==> config.mk <==
export PLATFORM = sky130hd
export DESIGN_NAME = buzzer_arbiter
export DESIGN_NICKNAME = d
export VERILOG_FILES = /design/src/rtl/buzzer_arbiter.sv
export SDC_FILE = /design/constraint.sdc
export NUM_CORES = 1
export LEC_CHECK = 0
export ABC_CLOCK_PERIOD_IN_PS = 1900
export CAP_MARGIN = 20
export CORE_MARGIN = 2
export CORE_UTILIZATION = 26
export CTS_CLUSTER_DIAMETER = 50
export DETAILED_ROUTE_END_ITERATION = 16
export PLACE_DENSITY_LB_ADDON = 0.12
export SLEW_MARGIN = 20
export SYNTH_ARGS = -nofsm -noshare
export SYNTH_HDL_FRONTEND = slang
export SYNTH_SLANG_ARGS = --single-unit
==> constraint.sdc <==
create_clock -name clk -period 1.9 [get_ports clk]
set_clock_uncertainty 0.05 [all_clocks]
set_input_delay 0.19 -clock clk [delete_from_list [all_inputs] [get_ports clk]]
set_output_delay 0.19 -clock clk [all_outputs]
set_load 0.03 [all_outputs]
==> src/rtl/buzzer_arbiter.sv <==
// buzzer_arbiter: quiz-buzzer arbiter. Each player's raw button is
// synchronised, debounced and turned into a one-cycle press event. A round is
// opened by arm; the first eligible press is captured together with that
// player's switch value and held until the consumer acknowledges it. Presses
// made before a round opens lock that player out until the round is closed.
//
// Ports:
//   clk          system clock
//   rst          asynchronous active-low reset
//   btn_n        raw active-low buttons, bit i = player i
//   sw_in        player switches, player i at [i*SW_WIDTH +: SW_WIDTH]
//   arm          one-cycle pulse, opens a round (IDLE only)
//   ack          one-cycle pulse, closes a round (CAPTURED only)
//   winner_valid high while a captured result is held
//   winner_id    index of the captured player
//   switchInput  captured switch value of the winner
//   armed        high while a round is open
//   lockout      per-player false-start flags
module buzzer_arbiter #(
    parameter int NUM_PLAYERS = 4,
    parameter int SW_WIDTH    = 8,
    parameter int DB_CYCLES   = 100000,
    parameter int RR_MODE     = 0
) (
    input  logic                              clk,
    input  logic                              rst,
    input  logic [NUM_PLAYERS-1:0]            btn_n,
    input  logic [NUM_PLAYERS*SW_WIDTH-1:0]   sw_in,
    input  logic                              arm,
    input  logic                              ack,
    output logic                              winner_valid,
    output logic [$clog2(NUM_PLAYERS)-1:0]    winner_id,
    output logic [SW_WIDTH-1:0]               switchInput,
    output logic                              armed,
    output logic [NUM_PLAYERS-1:0]            lockout
);

    localparam int ID_W  = $clog2(NUM_PLAYERS);
    localparam int CNT_W = $clog2(DB_CYCLES);
    localparam logic [CNT_W-1:0] CNT_MAX = CNT_W'(DB_CYCLES - 1);

    typedef enum logic [1:0] {IDLE, ARMED, CAPTURED} state_t;

    state_t                 state, state_next;
    logic [NUM_PLAYERS-1:0] sync1, sync2;
    logic [NUM_PLAYERS-1:0] db_level, db_level_d;
    logic [CNT_W-1:0]       db_cnt [NUM_PLAYERS];
    logic [NUM_PLAYERS-1:0] press_evt, eligible;
    logic [ID_W-1:0]        pick_fixed, pick_rr, pick, last_winner;
    logic                   capture, close_round;

    // Two-flop synchroniser; idle level is released (1).
    always_ff @(posedge clk or negedge rst) begin
        if (!rst) begin
            sync1 <= '1;
            sync2 <= '1;
        end else begin
            sync1 <= btn_n;
            sync2 <= sync1;
        end
    end

    // Debouncer: level follows the synchronised input only after it has
    // disagreed for DB_CYCLES consecutive cycles; agreement restarts the count.
    always_ff @(posedge clk or negedge rst) begin
        if (!rst) begin
            db_level   <= '1;
            db_level_d <= '1;
            for (int unsigned i = 0; i < NUM_PLAYERS; i++) db_cnt[i] <= '0;
        end else begin
            db_level_d <= db_level;
            for (int unsigned i = 0; i < NUM_PLAYERS; i++) begin
                if (sync2[i] != db_level[i]) begin
                    if (db_cnt[i] == CNT_MAX) begin
                        db_level[i] <= sync2[i];
                        db_cnt[i]   <= '0;
                    end else begin
                        db_cnt[i] <= db_cnt[i] + 1'b1;
                    end
                end else begin
                    db_cnt[i] <= '0;
                end
            end
        end
    end

    // Press = debounced high-to-low transition only.
    always_comb press_evt = db_level_d & ~db_level;
    always_comb eligible  = press_evt & ~lockout;

    // Winner selection: fixed lowest index, or first index above the previous
    // winner with wrap-around.
    always_comb begin
        int unsigned idx;
        logic        found;
        pick_fixed = '0;
        for (int i = NUM_PLAYERS - 1; i >= 0; i--) begin
            if (eligible[i]) pick_fixed = ID_W'(i);
        end
        pick_rr = '0;
        found   = 1'b0;
        idx     = 0;
        for (int unsigned k = 1; k <= NUM_PLAYERS; k++) begin
            idx = int'(last_winner) + k;
            if (idx >= NUM_PLAYERS) idx = idx - NUM_PLAYERS;
            if (!found && eligible[idx]) begin
                pick_rr = ID_W'(idx);
                found   = 1'b1;
            end
        end
        pick = (RR_MODE != 0) ? pick_rr : pick_fixed;
    end

    always_ff @(posedge clk or negedge rst) begin
        if (!rst) state <= IDLE;
        else      state <= state_next;
    end

    always_comb begin
        state_next  = state;
        capture     = 1'b0;
        close_round = 1'b0;
        case (state)
            IDLE:     if (arm) state_next = ARMED;
            ARMED:    if (|eligible) begin
                          state_next = CAPTURED;
                          capture    = 1'b1;
                      end
            CAPTURED: if (ack) begin
                          state_next  = IDLE;
                          close_round = 1'b1;
                      end
            default:  state_next = IDLE;
        endcase
    end

    always_ff @(posedge clk or negedge rst) begin
        if (!rst) begin
            lockout     <= '0;
            winner_id   <= '0;
            switchInput <= '0;
            last_winner <= ID_W'(NUM_PLAYERS - 1);
        end else begin
            // False starts are recorded in IDLE even on the arm cycle.
            if (state == IDLE)    lockout <= lockout | press_evt;
            else if (close_round) lockout <= '0;
            if (capture) begin
                winner_id   <= pick;
                switchInput <= sw_in[int'(pick)*SW_WIDTH +: SW_WIDTH];
                last_winner <= pick;
            end
        end
    end

    always_comb winner_valid = (state == CAPTURED);
    always_comb armed        = (state == ARMED);

endmodule

==> impl_metrics.csv, run 1 <==
group,metric,value,unit
global_route,gr-total-overflow,0,
place,placed_area,0.00608,mm2
yosys,synth_top_cell_area_share,0.422,
worst_setup_path,crit_buf_inv,1,
detailed_routing,routed_wl,12.1,mm
worst_hold_path,hp-start,"btn_n[1]",
detailed_routing,via_count,3921,
detailed_routing,dr.first_iter.drc_count,141,
sta,rsz0062_at_grt,"no",
pwr,combPwrFrac,0.053,
detailed_routing,wl_met2,5.87,mm
sta,fin_crit_sh,0.933,
clock_network,root_buffer,"clkbuf_16",
global_route,grt_pass1_vias,4102,
final_layout,synthToLayoutAreaGrowth,29.6,%
worst_setup_path,cp-startpoint,"lockout[3]",
worst_setup_path,path_delay_family,"buffers and inverters",
final_layout,drive_gt1_frac,0.147,
final_layout,stdcell_area,0.00646,mm2
detailed_routing,via_per_inst,4.67,
yosys,yosys.cell_count.top_type,"dfrtp_1",
detailed_routing,wl_met1,5.69,mm
worst_setup_path,max_stage_delay,0.73,ns
worst_setup_path,cp.arrival,1.53,ns
worst_setup_path,worstSetupPathType,"flop to output port",
pwr,switching_share,0.203,
detailed_routing,drc,0,
sta,finalHoldViolCount,0,
yosys,avgSynthCellArea,9.69,um2
worst_setup_path,endpoint_kind,"output port",
final_layout,diodes,0,
worst_setup_path,r2r_start,"db_level_d[1]",
detailed_routing,antenna_left,0,
clock_network,cts_setup_buffers,0,
global_route,grt_max_degree,40,
yosys,synth_area,0.00498,mm2
die,die_h,142,um
pwr,power_switching,0.000943,W
worst_setup_path,critPathRequiredTime,1.66,ns
place,portBuffers,55,
yosys,yosys-top-cells-count,"84 x dfrtp_1, 66 x nor2_1, 44 x nand2_1",
die,die_width,142,um
clock_network,cts_buffer_depth,2,
sta,finalSetupViolations,0,
die,die_area,0.0203,mm2
clock_network,clock_latency,0.35,ns
sta,min_period,1.77,ns
sta,tns,0,ns
yosys,synth_edf_count,0,
worst_hold_path,hold_path_class,"primary input to flop",
worst_setup_path,cp-start-kind,"flop",
yosys,synth_async_sr_flop_share,1.00,
sta,drv_slew,0,
clock_network,cts_tree,"done",
yosys,syn-num-nets,558,
global_route,grt_use_total,0.127,
worst_setup_path,critical_path.cell_chain,"clkdlybuf4s50_1",
pwr,leakagePower,2.71,nW
detailed_routing,routed-wl-met3,370,um
pwr,internal_power,0.00371,W
yosys,synth_top_area_cell,"dfrtp_1",
die,ios,56,
final_layout,nNetsFinal,645,
yosys,synth.distinct_cells,42,
die,start_util,0.265,
worst_setup_path,r2r_slack,0.13,ns
worst_setup_path,cpMaxStageDelayCell,"clkdlybuf4s50_1",
pwr,p_per_area,721,mW/mm2
sta,fmax,0.564,GHz
yosys,synth_warnings,0,
global_route,antenna_found_initial,0,
die,num_rows,50,
yosys,synthCells,514,
pwr,seq_power_share,0.470,
pwr,pwr-share-clk,0.477,
place,dp_hpwl,8.94,mm
global_route,grt_pass1_wl,20.4,mm
sta,worst_pin_slew,0.460,ns
clock_network,path_clk_slew,0.07,ns
detailed_routing,wl_per_cell,14.4,um
run,drv_cap,0,
yosys,synthFlopType,"dfrtp_1",
yosys,ys_ff_latch,100,
clock_network,cts_made_buffers,9,
detailed_routing,top_layer,"met4",
clock_network,h-tree-depth,3,
clock_network,cts_sinks,100,
status,outcome,"completed",
yosys,netlist_top_cells_area,"dfrtp_1 42%, dfstp_2 8.4%, xor2_1 5.1%",
sta,relSlewSlack,0.690,
worst_setup_path,path_max_fanout,5,
die,coreArea,0.0188,mm2
pwr,vdd_drop_max,376,uV
place,place_congestion,0.770,
yosys,seq_area_frac_synth,0.506,
detailed_routing,first_pass_iters,4,
## registers in the layout (all words and copies together) (netlist names)
| name | flops |
|---|---|
| winner_id | 2 |
| db_level_d | 4 |
| sync1 | 4 |
| lockout | 4 |
| sync2 | 4 |
| db_cnt | 68 |
| state | 2 |
| switchInput | 8 |
| db_level | 4 |
## power by group through the flow
stage | Sequential [W] | Clock, W | Combinational, W
3_3_place_gp | 0.00223 | 0 | 0.000250
4_1_cts | 0.00219 | 0.00232 | 0.000254
3_5_place_dp | 0.00223 | 0 | 0.000252
5_1_grt | 0.00219 | 0.00239 | 0.000275
6_report | 0.00219 | 0.00222 | 0.000246
2_1_floorplan | 0.00222 | 0 | 0.0000761
## cell type report
cell class / count / area [um2]
clock buffer: 11 / 233
clock inverter: 5 / 125
fill: 1885 / 12300
inverter: 18 / 67.6
multi-input combinational: 377 / 2330
sequential: 100 / 2520
tap: 234 / 293
timing repair buffer: 95 / 886
## layer usage
metal,vias up,GRT usage
li1,1966,-
met1,1910,0.163
met2,35,0.211
met3,10,0.0333
met5,-,0
met4,0,0.0401
## metrics by stage
stage | hold slack, ns | setup slack (ns) | std cells | total power (W) | util
after global placement | 0.0920 | 0.0570 | 823 | 0.00248 | 0.324
after CTS | 0.171 | 0.0579 | 840 | 0.00476 | 0.343
after detailed placement | 0.0910 | 0.0662 | 823 | 0.00248 | 0.324
after floorplan | -0.156 | 0.00766 | 514 | 0.00230 | -
after global routing | 0.169 | 0.0161 | 840 | 0.00486 | 0.344
final | 0.188 | 0.128 | 840 | 0.00466 | 0.344
## cell usage in the layout, fill, tap and decap left out, types with 7 or more instances in the layout
cell type / synthesis / final
nor4_1: 7 / 7
buf_4: 4 / 37
clkbuf_16: 0 / 9
nor2_1: 66 / 66
inv_1: 18 / 18
o31a_1: 7 / 7
clkdlybuf4s50_1: 0 / 52
nand3_1: 37 / 37
xnor2_1: 20 / 20
nand2_1: 44 / 44
nand4_1: 15 / 15
a21oi_1: 41 / 41
and4_1: 10 / 10
o21ai_0: 21 / 21
dfrtp_1: 84 / 83
or3_1: 16 / 16
xor2_1: 29 / 29
dfstp_2: 16 / 16
## final timing paths
kind | end | depth (start not counted)
setup / recovery | lockout[3] | 1
hold / removal | sync1[1] | 1
setup reg to reg | switchInput[1] | 5
hold reg to reg | sync2[2] | 0
max in group asynchronous | sync2[0] | 3
min in group asynchronous | db_cnt[15] | 2
## repair_timing
item | CTS | global route
pin swaps | 0 | 0
hold endpoints to repair | 18 | 0
cloned | 0 | 0
hold buffers | 1 | 0
setup endpoints to repair | 2 | 23
gates resized for setup | 2 | 5
## logic make-up after synthesis
| family | count (synthesis) | synth area share |
|---|---|---|
| AND/OR/NAND/NOR | 237 | 0.249 |
| flip-flops | 100 | 0.506 |
| AO/OA/AOI/OAI | 82 | 0.106 |
| XOR/XNOR | 49 | 0.0861 |
| buffers and inverters | 37 | 0.0314 |
| multiplexers | 5 | 0.0110 |
| adder cells (fa/ha/maj) | 4 | 0.0100 |
No activity file was read; power rests on OpenSTA's default activity.
==> run 2, diff against run 1 <==
--- a/config.mk
+++ b/config.mk
@@ -5,7 +5,8 @@
 export SDC_FILE = /design/constraint.sdc
 export NUM_CORES = 1
 export LEC_CHECK = 0
-export ABC_CLOCK_PERIOD_IN_PS = 1900
+export ABC_AREA = 1
+export ABC_CLOCK_PERIOD_IN_PS = 1400
 export CAP_MARGIN = 20
 export CORE_MARGIN = 2
 export CORE_UTILIZATION = 26
==> constraint.sdc (replaced) <==
create_clock -name clk -period 1.4 [get_ports clk]
set_clock_uncertainty 0.05 [all_clocks]
set_input_delay 0.14 -clock clk [delete_from_list [all_inputs] [get_ports clk]]
set_output_delay 0.14 -clock clk [all_outputs]
set_load 0.03 [all_outputs]
==> run 2 against run 1 <==
The run now ends with negative setup slack left. Area after synthesis increased by 4.6%. First-iteration DRC count grew 83%. Worst setup slack got worse by 0.28 ns. Largest power group is now sequential cells.
==> impl_metrics.csv, run 2 <==
group,metric,value,unit
worst_setup_path,critPathRequiredTime,1.60,ns
sta,setup_slack,-0.153,ns
final_layout,instances_no_fill,1161,
global_route,gr-total-overflow,0,
detailed_routing,drc,0,
yosys,synthFlopType,"dfrtp_1",
detailed_routing,dr.first_iter.drc_count,258,
worst_setup_path,cp-start-kind,"flop",
detailed_routing,via_per_inst,4.42,
yosys,synth_edf_count,0,
worst_setup_path,crit_buf_inv,2,
pwr,p_total,0.00634,W
detailed_routing,wl_met1,6.95,mm
die,die_width,146,um
die,coreArea,0.0196,mm2
yosys,synth_async_sr_flop_share,1.00,
die,start_util,0.266,
worst_setup_path,cpMaxStageDelayCell,"dfstp_2",
final_layout,largest_register,"db_cnt",
sta,worst_pin_slew,0.409,ns
clock_network,cts_sinks,100,
global_route,grt_max_degree,30,
yosys,ys_ff_latch,100,
status,outcome,"complete, but fails checks",
place,placedCellCount,1097,
die,die_h,146,um
final_layout,nNetsFinal,935,
worst_setup_path,path_max_fanout,4,
sta,fin_crit_sh,1.11,
yosys,netlist_top_cells_area,"dfrtp_1 40%, nand2_1 9.6%, dfstp_2 8.1%",
final_layout,fin_util,0.441,
clock_network,root_buffer,"clkbuf_16",
worst_hold_path,hold_path_class,"primary input to flop",
final_layout,reg_top3,"db_cnt: 68 flops, switchInput: 8 flops",
final_layout,final_common_cell,"buf_4",
yosys,synth_area,0.00521,mm2
clock_network,path_clk_slew,0.07,ns
sta,finalHoldViolCount,0,
worst_setup_path,max_stage_delay,0.59,ns
detailed_routing,wl_per_cell,13.0,um
global_route,grt_pass1_vias,5263,
yosys,avgSynthCellArea,7.82,um2
detailed_routing,antenna_left,0,
clock_network,cts_tree,"done",
sta,min_period,1.55,ns
final_layout,largest_reg_flops,68,
die,ios,56,
clock_network,cts_made_buffers,9,
place,portBuffers,55,
detailed_routing,routed-wl-met3,525,um
yosys,synthCells,666,
run,drv_cap,0,
place,dp_hpwl,10.4,mm
yosys,yosys-top-cells-count,"133 x nand2_1, 109 x inv_1, 92 x nor2_1",
detailed_routing,top_layer,"met4",
final_layout,synthToLayoutAreaGrowth,65.7,%
worst_setup_path,path_delay_family,"flip-flops",
pwr,power_switching,0.00152,W
yosys,syn-num-nets,710,
clock_network,h-tree-depth,3,
pwr,internal_power,0.00482,W
die,num_rows,51,
final_layout,drive_gt1_frac,0.424,
sta,relSlewSlack,0.727,
yosys,synth.distinct_cells,37,
global_route,antenna_found_initial,0,
sta,fmax,0.644,GHz
detailed_routing,wl_met2,7.35,mm
place,place_congestion,0.851,
pwr,leakagePower,3.90,nW
pwr,p_per_area,734,mW/mm2
worst_setup_path,worstSetupPathType,"flop to flop",
sta,hold_ws,0.145,ns
status,violations,"negative setup slack",
detailed_routing,via_count,5135,
sta,finalSetupViolations,56,
final_layout,final_cell_mix,"133 x buf_4, 107 x nand2_1, 97 x inv_1, 79 x dfrtp_1, 52 x nor2_1",
yosys,synth_warnings,0,
final_layout,diodes,0,
worst_setup_path,cp.arrival,1.75,ns
clock_network,clock_latency,0.35,ns
yosys,synth_top_cell_area_share,0.403,
detailed_routing,first_pass_iters,4,
worst_setup_path,critical_path.cell_chain,"nor2_4 > nand2_2 > buf_4 > nand3_2 > buf_4 > nand3_1 > nand2_1 > nand2_1 > nand2_1",
pwr,switching_share,0.239,
pwr,pwr-share-clk,0.408,
detailed_routing,routed_wl,15.1,mm
place,dp_slack,-0.229,ns
global_route,grt_pass1_wl,25.3,mm
worst_setup_path,path_common_cell,"nand2_1",
pwr,vdd_drop_max,499,uV
sta,drv_slew,0,
yosys,seq_area_frac_synth,0.484,
yosys,yosys.cell_count.top_type,"nand2_1",
yosys,synth_top_area_cell,"dfrtp_1",
worst_setup_path,endpoint_kind,"flop",
clock_network,cts_buffer_depth,2,
sta,rsz0062_at_grt,"yes",
global_route,grt_use_total,0.144,
pwr,combPwrFrac,0.116,
die,die_area,0.0212,mm2
pwr,seq_power_share,0.476,
==> run 2: final timing paths <==
check / cells past startpoint / slack, ns / endpoint / start
setup / recovery: 9 / -0.15 / switchInput[5] / db_level[1]
hold / removal: 1 / 0.15 / sync1[2] / btn_n[2]
setup reg to reg: 9 / -0.15 / switchInput[5] / db_level[1]
hold reg to reg: 0 / 0.31 / sync2[2] / sync1[2]
max in group asynchronous: 3 / 0.50 / state[0] / rst
min in group asynchronous: 2 / 0.21 / switchInput[2] / rst
==> run 2: layer usage <==
metal  vias to the layer above  global-route usage
li1                       2589                   -
met4                         0              0.0539
met2                       105               0.240
met5                         -                   0
met1                      2423               0.188
met3                        18              0.0248
==> run 2: what timing repair did <==
action | 4_1_cts | 5_1_grt
hold endpoints to repair | 29 | 0
buffers inserted | 23 | 28
gates cloned | 1 | 1
hold buffers | 1 | 0
endpoints found under the setup margin | 79 | 81
gates resized for setup | 150 | 97
pin swaps | 58 | 60
==> run 2: cells by family after synthesis <==
group           Yosys count  synth area share
simple gates            375             0.330
buf+inv                 117            0.0874
flops                   100             0.484
compound gates           48            0.0519
xor+xnor                 21            0.0353
fa+ha+maj                 4           0.00960
mux                       1           0.00216
==> run 2: metrics by stage <==
step | cell area (um2) | TNS [ns]
final | 8640 | -4.93
after global routing | 8640 | -11.03
after CTS | 8050 | -5.02
after detailed placement | 7050 | -6.92
after global placement | 7050 | -5.55
after floorplan | 5290 | -1.68
==> run 2: worst register-to-register path, stage by stage (launching register included) <==
cell	delay, ns
dfstp_2	0.59
nor2_4	0.06
nand2_2	0.11
buf_4	0.14
nand3_2	0.11
buf_4	0.18
nand3_1	0.07
nand2_1	0.05
nand2_1	0.05
nand2_1	0.04
==> run 2: power by group through the flow <==
stage                     sequential (W)  combinational, W  clock (W)
final                            0.00302          0.000734    0.00259
after global placement           0.00306          0.000614          0
after detailed placement         0.00306          0.000614          0
after floorplan                  0.00310          0.000171          0
after global routing             0.00303          0.000813    0.00277
after CTS                        0.00302          0.000681    0.00267
==> run 2: layout make-up <==
cell class                      instances  area [um2]
Tap cell                              265         332
Multi-Input combinational cell        450        3110
Timing Repair Buffer                  217        1920
Clock buffer                           15         268
Sequential cell                       100        2530
Fill cell                            1941       11000
Inverter                              113         444
Clock inverter                          1        30.0
==> run 3, diff against run 2 <==
--- a/config.mk
+++ b/config.mk
@@ -6,7 +6,7 @@
 export NUM_CORES = 1
 export LEC_CHECK = 0
 export ABC_AREA = 1
-export ABC_CLOCK_PERIOD_IN_PS = 1400
+export ABC_CLOCK_PERIOD_IN_PS = 1980
 export CAP_MARGIN = 20
 export CORE_MARGIN = 2
 export CORE_UTILIZATION = 26
==> constraint.sdc (replaced) <==
create_clock -name clk -period 1.98 [get_ports clk]
set_clock_uncertainty 0.05 [all_clocks]
set_input_delay 0.198 -clock clk [delete_from_list [all_inputs] [get_ports clk]]
set_output_delay 0.198 -clock clk [all_outputs]
set_load 0.03 [all_outputs]
==> run 3 against run 2 <==
The flow now finishes without violations. Total power is 34% lower. Cell count down 13%. Non-clock buffer count is 151 lower. Wire length shrank 15%. Critical path depth shrank 6. Sequential power decreased by 29%. Worst setup slack better by 0.33 ns. First-iteration DRC count up 9.7%.
==> impl_metrics.csv, run 3 (synthesis results as in run 2) <==
group,metric,value,unit
global_route,use_met2,0.193,
die,ios,56,
global_route,antenna_found_initial,0,
sta,min_period,1.80,ns
global_route,use_met3,0.0226,
detailed_routing,routed_wl,12.9,mm
worst_setup_path,endpoint_kind,"output port",
worst_setup_path,cp-start-kind,"flop",
worst_setup_path,critical_path.cell_chain,"inv_1 > nor2_1 > dlygate4sd2_1",
worst_setup_path,r2r-end,"switchInput[5]",
pwr,leakagePower,2.80,nW
global_route,met1_usage,0.183,
final_layout,largest_reg_flops,68,
die,num_rows,51,
worst_hold_path,hp-start,"btn_n[1]",
worst_setup_path,cpMaxStageDelayCell,"dlygate4sd2_1",
detailed_routing,via_per_inst,4.45,
sta,rsz0062_at_grt,"no",
detailed_routing,antenna_left,0,
sta,tns,0,ns
worst_setup_path,worstRegToRegCells,9,
worst_setup_path,cp-startpoint,"state[1]",
final_layout,drive_gt1_frac,0.0901,
final_layout,nNetsFinal,783,
final_layout,reg_top3,"db_cnt: 68 flops, switchInput: 8 flops",
sta,setup_slack,0.180,ns
final_layout,instances_no_fill,1009,
sta,fin_crit_sh,0.909,
worst_setup_path,r2r_slack,0.24,ns
sta,relSlewSlack,0.626,
place,dp_slack,0.148,ns
worst_hold_path,hold_path_class,"primary input to flop",
final_layout,final_common_cell,"nand2_1",
die,die_width,146,um
worst_hold_path,holdPathStages,1,
place,portBuffers,55,
worst_setup_path,critPathRequiredTime,1.73,ns
clock_network,path_clk_slew,0.08,ns
status,outcome,"completed",
clock_network,cts_setup_buffers,0,
clock_network,cts_buffer_depth,2,
final_layout,ff_latch_area,0.00252,mm2
die,start_util,0.266,
die,coreArea,0.0196,mm2
clock_network,h-tree-depth,3,
final_layout,diodes,0,
worst_setup_path,worstSetupPathType,"flop to output port",
detailed_routing,dr.first_iter.drc_count,283,
sta,fmax,0.556,GHz
final_layout,largest_register,"db_cnt",
final_layout,fin_util,0.330,
run,drv_cap,0,
global_route,grt.busiest_layer,"met2",
global_route,grt_max_degree,27,
worst_setup_path,cp.arrival,1.55,ns
detailed_routing,first_pass_iters,6,
pwr,p_per_area,650,mW/mm2
sta,drv_slew,0,
final_layout,stdcell_area,0.00647,mm2
final_layout,fillers,2056,
final_layout,final_cell_mix,"132 x nand2_1, 109 x inv_1, 91 x nor2_1, 84 x dfrtp_1, 65 x nand3_1",
pwr,vdd_drop_max,531,uV
detailed_routing,drc,0,
global_route,grt_pass1_wl,22.4,mm
worst_setup_path,r2r_start,"db_level_d[3]",
clock_network,root_buffer,"clkbuf_16",
global_route,gr-total-overflow,0,
clock_network,cts_tree,"done",
die,die_h,146,um
sta,finalSetupViolations,0,
clock_network,clock_latency,0.36,ns
die,die_area,0.0212,mm2
place,placed_area,0.00616,mm2
global_route,grt_use_total,0.128,
sta,finalHoldViolCount,0,
final_layout,synthToLayoutAreaGrowth,24.1,%
place,place_congestion,0.839,
final_layout,multiInputGateArea,0.00225,mm2
place,placedCellCount,992,
worst_setup_path,path_max_fanout,5,
sta,worst_pin_slew,0.555,ns
clock_network,cts_sinks,100,
place,dp_hpwl,9.73,mm
worst_setup_path,max_stage_delay,0.48,ns
detailed_routing,via_count,4487,
global_route,grt_pass1_vias,4511,
worst_hold_path,holdPathEnd,"sync1[1]",
detailed_routing,wl_per_cell,12.8,um
clock_network,cts_made_buffers,9,
==> run 3: cell types whose count changed in the layout (fill, tap and decap cells not counted), sizes merged, moves of 2 or more <==
cell,before,now
clkdlybuf4s50,38,52
inv,111,115
clkbuf,15,9
dlygate4sd2,11,1
clkinv,1,3
buf,167,11
==> run 3: area by class of cell <==
| type | count | area share |
|---|---|---|
| clock inverters | 7 | 0.00890 |
| repair buffers | 66 | 0.102 |
| clock buffers | 9 | 0.0348 |
| inverters | 113 | 0.0656 |
| multi-input cells | 449 | 0.347 |
| flip-flops and latches | 100 | 0.390 |
| well taps | 265 | 0.0513 |
==> run 3: worst max-delay path, delay by kind of cell (launching register included) <==
kind          cells  cell delay (ns)
buf+inv           2             0.54
flops             1             0.44
simple gates      1             0.22
==> run 3: layer usage <==
layer  part of all wire  wire [um]
met5                  0          0
met4              0.018        228
met3              0.045        577
met2               0.42       5470
met1               0.51       6600
==> run 3: power by group <==
part	switching (W)	leakage, nW	internal [W]	total, W
sequential	0.0000336	1.28	0.00209	0.00213
combinational	0.000200	1.38	0.000155	0.000355
clock	0.000847	0.134	0.000871	0.00172
==> run 3: worst max path at each step <==
stage / to / depth (start not counted)
after detailed placement: switchInput[6] / 8
after CTS: armed / 3
after floorplan: switchInput[0] / 10
final: winner_valid / 3
after global placement: switchInput[3] / 8
after global routing: db_cnt[50] / 8
==> run 3: timing repair <==
item / CTS / global route
hold buffers: 1 / 0
endpoints found under the setup margin: 1 / 16
hold endpoints to repair: 18 / 0
gates resized for setup: 1 / 5
==> run 3: stage by stage <==
stage          hold slack, ns  total power [W]
4_1_cts                 0.173          0.00430
3_3_place_gp           0.0912          0.00253
2_1_floorplan          -0.148          0.00231
5_1_grt                 0.191          0.00442
6_report                0.187          0.00420
3_5_place_dp           0.0922          0.00253
